**config.mk**
```make
export PLATFORM = sky130hd
export DESIGN_NAME = stat_bank_sched
export DESIGN_NICKNAME = d
export VERILOG_FILES = /design/src/rtl/stat_pkg.sv /design/src/rtl/stat_ram_arb.sv /design/src/rtl/stat_bank_sched.sv
export SDC_FILE = /design/constraint.sdc
export NUM_CORES = 1
export LEC_CHECK = 0
export ABC_AREA = 1
export CORE_MARGIN = 2
export CORE_UTILIZATION = 42
export CTS_BUF_LIST = sky130_fd_sc_hd__clkbuf_16
export CTS_CLUSTER_SIZE = 14
export DETAILED_ROUTE_END_ITERATION = 16
export PLACE_DENSITY = 0.82
export SLEW_MARGIN = 15
export SYNTH_ARGS = -nofsm -noshare
export SYNTH_HDL_FRONTEND = slang
export SYNTH_SLANG_ARGS = --single-unit
export TNS_END_PERCENT = 10
```
**constraint.sdc**
```tcl
create_clock -name clk -period 2.3 [get_ports clk]
set_clock_uncertainty 0.15 [all_clocks]
set_input_delay 0.345 -clock clk [delete_from_list [all_inputs] [get_ports clk]]
set_output_delay 0.345 -clock clk [all_outputs]
set_load 0.05 [all_outputs]
```
**src/rtl/stat_pkg.sv**
```systemverilog
// stat_pkg: shared widths, overflow-word addresses and scheduler state encodings
package stat_pkg;
  localparam int STAT_ADDR_W = 9;
  localparam int STAT_DATA_W = 32;
  localparam int STAT_BANK_WORDS = 256;
  localparam logic [7:0] OVF_ADDR_SEMI = 8'hF4;
  localparam logic [7:0] OVF_ADDR_FULL = 8'hFC;
  typedef enum logic [2:0] {S_IDLE, S_WAIT, S_SWAP, S_SETTLE, S_RD, S_CAP, S_PUSH, S_CLR} state_t;
endpackage

```
**src/rtl/stat_ram_arb.sv**
```systemverilog
// stat_ram_arb: fixed-priority RAM port mux (engine over host) with host ack generation
module stat_ram_arb
  import stat_pkg::*;
(
  input  logic                   clk,
  input  logic                   rst,
  input  logic                   eng_req,
  input  logic                   eng_we,
  input  logic [STAT_ADDR_W-1:0] eng_addr,
  input  logic [STAT_DATA_W-1:0] eng_data,
  input  logic                   host_cs,
  input  logic                   host_we,
  input  logic [STAT_ADDR_W-1:0] host_addr,
  input  logic [STAT_DATA_W-1:0] host_wdata,
  input  logic [STAT_DATA_W-1:0] ram_rdata,
  output logic [STAT_ADDR_W-1:0] ram_addr,
  output logic [STAT_DATA_W-1:0] ram_wdata,
  output logic                   ram_cs,
  output logic                   ram_we,
  output logic [STAT_DATA_W-1:0] host_rdata,
  output logic                   host_ack
);
  logic grant, rd_pend;
  always_comb begin
    grant = host_cs && !eng_req && !rd_pend;
    ram_cs = eng_req || grant;
    ram_we = eng_req ? eng_we : grant && host_we;
    ram_addr = eng_req ? eng_addr : grant ? host_addr : '0;
    ram_wdata = eng_req ? eng_data : grant ? host_wdata : '0;
    host_ack = rd_pend || (grant && host_we);
    host_rdata = rd_pend ? ram_rdata : '0;
  end
  always_ff @(posedge clk) rd_pend <= !rst && grant && !host_we;
endmodule

```
**src/rtl/stat_bank_sched.sv**
```systemverilog
// stat_bank_sched: periodic bank swap, read-then-clear dump of the idle bank, host RAM arbitration
module stat_bank_sched
  import stat_pkg::*;
#(
  parameter int PERIOD_W = 24,
  parameter int SETTLE = 4,
  parameter int DUMP_WORDS = STAT_BANK_WORDS
) (
  input  logic                   clk,
  input  logic                   rst,
  input  logic                   en_i,
  input  logic [PERIOD_W-1:0]    period_i,
  output logic                   ram_blk_sel_o,
  output logic [STAT_ADDR_W-1:0] ram_addr_o,
  output logic [STAT_DATA_W-1:0] ram_data_o,
  input  logic [STAT_DATA_W-1:0] ram_data_i,
  output logic                   ram_cs_o,
  output logic                   ram_we_o,
  input  logic [STAT_ADDR_W-1:0] host_addr_i,
  input  logic [STAT_DATA_W-1:0] host_data_i,
  input  logic                   host_cs_i,
  input  logic                   host_we_i,
  output logic [STAT_DATA_W-1:0] host_data_o,
  output logic                   host_ack_o,
  output logic [STAT_DATA_W-1:0] dump_data_o,
  output logic [7:0]             dump_idx_o,
  output logic                   dump_valid_o,
  input  logic                   dump_ready_i,
  output logic                   dump_last_o,
  output logic [15:0]            swap_cnt_o,
  output logic                   ovf_o
);
  localparam logic [7:0] LAST = 8'(DUMP_WORDS - 1);
  localparam logic [7:0] SET_END = 8'(SETTLE - 1);
  state_t state, nxt;
  logic [PERIOD_W-1:0] cnt, p;
  logic [7:0] idx, scnt;
  logic sel, pend, expire, dumping, eng_req, eng_we;
  assign p = period_i == '0 ? PERIOD_W'(1) : period_i;
  assign expire = cnt <= PERIOD_W'(1);
  assign ram_blk_sel_o = sel;
  assign dump_idx_o = idx;
  always_ff @(posedge clk) begin
    if (rst) begin
      state <= S_IDLE;
      cnt <= p;
      pend <= 1'b0;
      ovf_o <= 1'b0;
      sel <= 1'b0;
      swap_cnt_o <= '0;
      scnt <= '0;
      idx <= '0;
      dump_data_o <= '0;
    end else begin
      state <= nxt;
      cnt <= (state == S_IDLE || state == S_SWAP || expire) ? p : cnt - PERIOD_W'(1);
      pend <= (state == S_IDLE || state == S_SWAP) ? 1'b0 : pend || expire;
      ovf_o <= ovf_o || (expire && dumping);
      sel <= sel ^ (state == S_SWAP);
      swap_cnt_o <= swap_cnt_o + 16'(state == S_SWAP);
      scnt <= state == S_SETTLE ? scnt + 8'd1 : 8'd0;
      idx <= state == S_SWAP ? 8'd0 : idx + 8'(state == S_CLR && idx != LAST);
      dump_data_o <= state == S_CAP ? ram_data_i : dump_data_o;
    end
  end
  always_comb begin
    nxt = state;
    case (state)
      S_IDLE:   nxt = en_i ? S_WAIT : S_IDLE;
      S_WAIT:   nxt = !en_i ? S_IDLE : (expire || pend) ? S_SWAP : S_WAIT;
      S_SWAP:   nxt = S_SETTLE;
      S_SETTLE: nxt = scnt == SET_END ? S_RD : S_SETTLE;
      S_RD:     nxt = S_CAP;
      S_CAP:    nxt = S_PUSH;
      S_PUSH:   nxt = dump_ready_i ? S_CLR : S_PUSH;
      S_CLR:    nxt = idx == LAST ? S_WAIT : S_RD;
      default:  nxt = S_IDLE;
    endcase
  end
  always_comb begin
    eng_req = state == S_RD || state == S_CLR;
    eng_we = state == S_CLR;
    dumping = state inside {S_SETTLE, S_RD, S_CAP, S_PUSH, S_CLR};
    dump_valid_o = state == S_PUSH;
    dump_last_o = dump_valid_o && idx == LAST;
  end
  stat_ram_arb u_arb (
    .clk       (clk),
    .rst       (rst),
    .eng_req   (eng_req),
    .eng_we    (eng_we),
    .eng_addr  ({~sel, idx}),
    .eng_data  ('0),
    .host_cs   (host_cs_i),
    .host_we   (host_we_i),
    .host_addr (host_addr_i),
    .host_wdata(host_data_i),
    .ram_rdata (ram_data_i),
    .ram_addr  (ram_addr_o),
    .ram_wdata (ram_data_o),
    .ram_cs    (ram_cs_o),
    .ram_we    (ram_we_o),
    .host_rdata(host_data_o),
    .host_ack  (host_ack_o)
  );
endmodule

```
* Word-level counts from Yosys, hierarchy flattened
Cells that the tools add are included.
** Cells by class
- $add $sub $neg :: 4
- Magnitude comparators :: 1
- Equal/unequal tests :: 10
- Mux-type cells :: 16
- Bitwise operators :: 3
- Reductions and logical operators :: 25
** Operator list (number)
- $mux W32 :: 3
- $mux W24 :: 3
- $le A24 B1 Y1 const B :: 1
- $logic_not A24 Y1 :: 1
- $pmux W3 S8 :: 1
- $sub A24 B1 Y24 const B :: 1
- $mux W9 :: 2
- $add A16 B1 Y16 :: 1
- $eq A3 B3 Y1 const B :: 4
- $add A8 B1 Y8 :: 1
- $add A8 B1 Y8 const B :: 1
- $eq A8 B2 Y1 const B :: 1
- $eq A8 B8 Y1 const B :: 1
- $logic_and A1 B1 Y1 :: 8
- $ne A8 B8 Y1 const B :: 1
- $logic_or A1 B1 Y1 :: 7
- $eq A3 B2 Y1 const B :: 2
- $mux W3 :: 2
- $reduce_or A2 Y1 :: 3
- $reduce_bool A5 Y1 :: 1
- $logic_not A1 Y1 :: 4
- $mux W2 :: 2
- $eq A3 B1 Y1 const B :: 1
- $logic_not A3 Y1 :: 1
- other kinds (3) :: 6
** Word-level totals
- Flip-flop bits (word level) :: 95
- Input port bits :: 103
- Output and inout bits :: 136
- Logic and storage cells :: 69

* Depth between registers and ports, before layout
- Depth in word-level cells :: 7
- Mapped depth :: 12
- Mapped depth without buffers :: 12

* Modules after synthesis
From an unflattened synthesis, not the netlist that was laid out.
** Second synthesis, totals
- Cells, all modules :: 839
- Area total of the unflattened synthesis :: 5360.1 sq um
** Modules (own cells, without submodules)
- stat_bank_sched :: instances 1, cells each 622, area an instance 4347.9 sq um, seq. area each 1881.8 sq um
- stat_ram_arb :: instances 1, cells each 217, area an instance 1012.2 sq um, seq. area each 20.0 sq um

* Least setup slack after synthesis
No wires, ideal clock.
- Kind :: register -> output
- From :: register state[0]
- To :: output host_ack_o
- Data arrival time :: 1956 ps
- Setup slack :: -151 ps
- Stages on the path, launching flop included :: 8
- Buffers on the path :: 0
- Cell sequence :: dfxtp_1 -> nand2_1 -> nor2_1 -> inv_1 -> nand2_1 -> inv_2 -> nand3_4 -> o21ai_0
** On the way
- Word-level cells in the longest chain between the ends :: 7
- Elaborated cells on any way between the ends :: 8
- Those cells by class :: eq/ne: 2; reduce/logical: 6
** RTL lines
- start: declaration :: line stat_bank_sched.sv:35 : state_t state, nxt;
- start signal: assignment :: line stat_bank_sched.sv:55 : state <= nxt;
- $eq A3 B3 Y1 :: line stat_bank_sched.sv:81 : eng_req = state == S_RD || state == S_CLR;
- $logic_or A1 B1 Y1 (*) :: line stat_bank_sched.sv:81
- $logic_not A1 Y1 (*) :: line stat_ram_arb.sv:25 : grant = host_cs && !eng_req && !rd_pend;
- $logic_and A1 B1 Y1 (*) (2 in series) :: line stat_ram_arb.sv:25
- $logic_and A1 B1 Y1 (*) :: line stat_ram_arb.sv:30 : host_ack = rd_pend || (grant && host_we);
- $logic_or A1 B1 Y1 (*) :: line stat_ram_arb.sv:30
- end: declaration :: line stat_bank_sched.sv:24 : output logic host_ack_o,
Mark *: on every way between the ends. The rest lies on a longest branch, timed or not.

* Worst setup path after layout
- From :: register state[2]
- To :: output ram_addr_o[0]
** On the way
- Word-level cells in the longest chain between the ends :: 7
- Elaborated cells on any way between the ends :: 8
- Those cells by class :: eq/ne: 2; mux: 2; reduce/logical: 4
** RTL lines
- $eq A3 B3 Y1 :: line stat_bank_sched.sv:81
- $logic_or A1 B1 Y1 (*) :: line stat_bank_sched.sv:81
- $logic_not A1 Y1 :: line stat_ram_arb.sv:25
- $logic_and A1 B1 Y1 (2 in series) :: line stat_ram_arb.sv:25
- $mux W9 :: line stat_ram_arb.sv:28 : ram_addr = eng_req ? eng_addr : grant ? host_addr : '0;
- $mux W9 (*) :: line stat_ram_arb.sv:28
- end: declaration :: line stat_bank_sched.sv:14 : output logic [STAT_ADDR_W-1:0] ram_addr_o,
Marks and branches as above.

==> results.yml <==
setup_path:
  rr_worst_depth: 12
  cp-start-kind: "flip-flop"
  rr_startpoint: "state[2]"
  rrSetupSlack_ns: 0.19
  crit_cells: 9
  r2r_end: "swap_cnt_o[12]"
  path_max_fanout: 5
  crit_family: "buffers and inverters"
  worst_path_max_delay_cell: "dfxtp_4"
  crit_chain: "inv_6 > nor2_4 > inv_2 > nand2_2 > inv_4 > nand3_2 > clkbuf_16 > o22ai_2 > buf_4"
  cp.buffers_inverters: 5
  path_class: "flip-flop to output pin"
  required_ns: 1.80
  crit_path_start: "state[2]"
  max_stage_delay_ns: 0.37
  crit_path_end_kind: "output pin"
  endpoint: "ram_addr_o[0]"
  worstPathArrival_ns: 1.78
grt:
  grt_pass1_vias: 5104
  grt_pass1_wl_um: 25100
  grtUsageTotal_pct: 24.53
  gr-usage-met2_pct: 44.27
  antenna_found_initial: 0
  top_usage_layer: "met2"
  gr-usage-met3_pct: 5.588
  grt_max_degree: 36
  gr-usage-met1_pct: 27.70
  grt_remaining_overflow: 0
floorplan:
  chipHeight_um: 114.9
  die_w_um: 114.9
  num_rows: 40
  io_pins: 239
  dieArea_um2: 13210
  initial_core_util_pct: 43.04
  design.core.area_um2: 12010
synth:
  ys.warnings.count: 0
  syn_area_per_cell_um2: 6.359
  syn-cell-area_um2: 5170
  ys_ff_latch: 95
  synth_edf_count: 0
  synth_largest_area_cell: "dfxtp_1"
  async_flop_share_pct: 0
  synth_ff_type: "dfxtp_1"
  synth_area_leaders: "dfxtp_1 37%, inv_1 13%, nand2_1 11%, nor2_1 8.9%, o21ai_0 5.2%"
  yosysSeqAreaShare_pct: 36.79
  yosys-top-cells-count: "176 x inv_1, 156 x nand2_1, 123 x nor2_1"
  synthCells: 813
  synth_cell_types: 39
  yosysMostFrequentCell: "inv_1"
  synth_nets: 923
  synth_top_area_share_pct: 36.79
final_layout:
  n_antenna_cell: 0
  nets: 1174
  drive_gt1_share_pct: 18.33
  area.growth.synth_to_final_pct: 69.36
  design_area_um2: 8756
  fillers: 920
  layout.cells.non_filler: 1216
drt:
  drc: 0
  drt_pass1_iterations: 5
  num_vias: 5965
  wl_per_cell_um: 15.61
  drtAntennaViolNets: 0
  routed_via_density: 4.905
  dr.first_iter.drc_count: 342
  routed_wl_um: 18980
timing:
  hold_violations: 0
  setup_slack_ns: 0.02381
  fin_crit_sh_pct: 98.96
  tightestPinTransition_ns: 0.5613
  slew-limit-headroom_pct: 62.46
  period_needed_ns: 2.276
  setup_violations: 0
  maxSlewViolCount: 0
  clock.fmax_mhz: 439.3
job:
  maxCapViolCount: 0
outcome:
  status: "completed"
place:
  place_ws_ns: 0.07032
  place_area_um2: 7950
  dp_hpwl_um: 13160
  place_congestion: 0.8868
  io_buffer_count: 238
  dp_cells: 1186
clock_network:
  cts.clk_slew.worst_paths_ns: 0.07
  clk_latency_ns: 0.35
  cts-root-buf: "clkbuf_16"
  cts_hold_buf: 0
  cts-htree-levels: 3
  cts_tree: "built"
  clock-sinks: 95
  numCtsBuffers: 9
  clk_path_buf_depth: 2
power:
  ir_drop_uv: 489.1
  p_per_area_nw_per_um2: 488.4
  p_leak_nw: 3.966
worst_hold_path:
  holdCritPathClass: "flip-flop to flip-flop"
[worst register-to-register path, delay by kind of cell (launching register included)]
family / cells / cell delay, ns
AOI/OAI and AO/OA: 1 / 0.16
buffers and inverters: 1 / 0.07
adders and majority gates: 2 / 0.36
and+or+nand+nor: 8 / 0.89
DFF: 1 / 0.37
[placed cells by master (no fill, tap or decap), types with 3 or more instances in the layout]
cell type        netlist  routed
buf_12                 0      36
clkdlybuf4s50_1        0     160
clkinvlp_4             0       3
ha_1                   7       7
nand3_2                2       5
nand3_1               24      23
nor2_2                 9      33
inv_1                176     174
a21oi_1               53      53
o21ai_1                6       7
xor2_1                13      13
nand4_1               12      12
nand2_1              156     153
nor3_1                11      10
dfxtp_1               95      92
nor2_1               123      96
buf_4                  4      33
clkbuf_16              0      13
buf_6                  4      28
inv_2                 11      11
nand2_2                2       4
o22ai_2                0       6
xnor2_1                4       4
nor2_4                 1       4
o21ai_0               54      52
[flip-flops by register name, indices dropped and copies added (netlist names)]
register       cells
dump_data_o       32
cnt               24
swap_cnt_o        16
dump_idx_o         8
scnt               8
state              3
ovf_o              1
pend               1
ram_blk_sel_o      1
u_arb.rd_pend      1
[routing by layer]
metal	share of wire [%]	wire length, um
met3	7.1	1350
met5	0	0
met4	4.6	867
met2	50	9448
met1	39	7317
[layout make-up]
class / instances / area [um^2] / share of cell area (%)
clock buffers: 9 / 225.2 / 2.572
clock inverters: 7 / 96.34 / 1.100
inverters: 190 / 723.2 / 8.260
multi-input cells: 506 / 2604 / 29.74
flip-flops and latches: 95 / 1911 / 21.82
well taps: 147 / 183.9 / 2.101
repair buffers: 262 / 3013 / 34.41
[worst min path at each step]
stage | depth (start not counted) | to | slack (ns) | start
6_report | 2 | dump_data_o[15] | 0.29 | dump_data_o[15]
3_5_place_dp | 2 | dump_data_o[29] | 0.28 | dump_data_o[29]
2_1_floorplan | 1 | scnt[0] | 0.27 | scnt[0]
4_1_cts | 2 | dump_data_o[29] | 0.29 | dump_data_o[29]
5_1_grt | 2 | dump_data_o[8] | 0.32 | dump_data_o[8]
3_3_place_gp | 2 | dump_data_o[28] | 0.28 | dump_data_o[28]
[cells by family (layout without fill, tap and decap cells)]
family / after synthesis / count (layout) / synth area share, %
AND/OR/NAND/NOR: 348 / 350 / 28.65
buffers and inverters: 214 / 468 / 16.48
flip-flops: 95 / 95 / 36.79
XOR/XNOR: 17 / 17 / 2.880
adder cells (fa/ha/maj): 7 / 7 / 1.694
AO/OA/AOI/OAI: 132 / 132 / 13.50
[through the flow]
step	TNS, ns	hold slack (ns)	util, %	total power, W
2_1_floorplan	-0.4541	0.2675	-	0.002192
4_1_cts	0	0.2944	69.30	0.004205
5_1_grt	-0.5924	0.3166	72.90	0.004435
6_report	0	0.2935	72.90	0.004276
3_5_place_dp	0	0.2835	66.19	0.002585
3_3_place_gp	0	0.2791	66.19	0.002579
[where the power goes]
group          switching, W  total, W  internal (W)
Combinational      0.000524  0.000947      0.000423
Sequential        0.0000369   0.00172       0.00168
Clock              0.000658   0.00161      0.000954
[repair_timing]
action	4_1_cts	5_1_grt
pin swaps	0	3
resized for setup	9	75
gates cloned	1	8
setup buffers	1	4
setup endpoints to repair	42	45
Power figures use the tool's default switching activity.
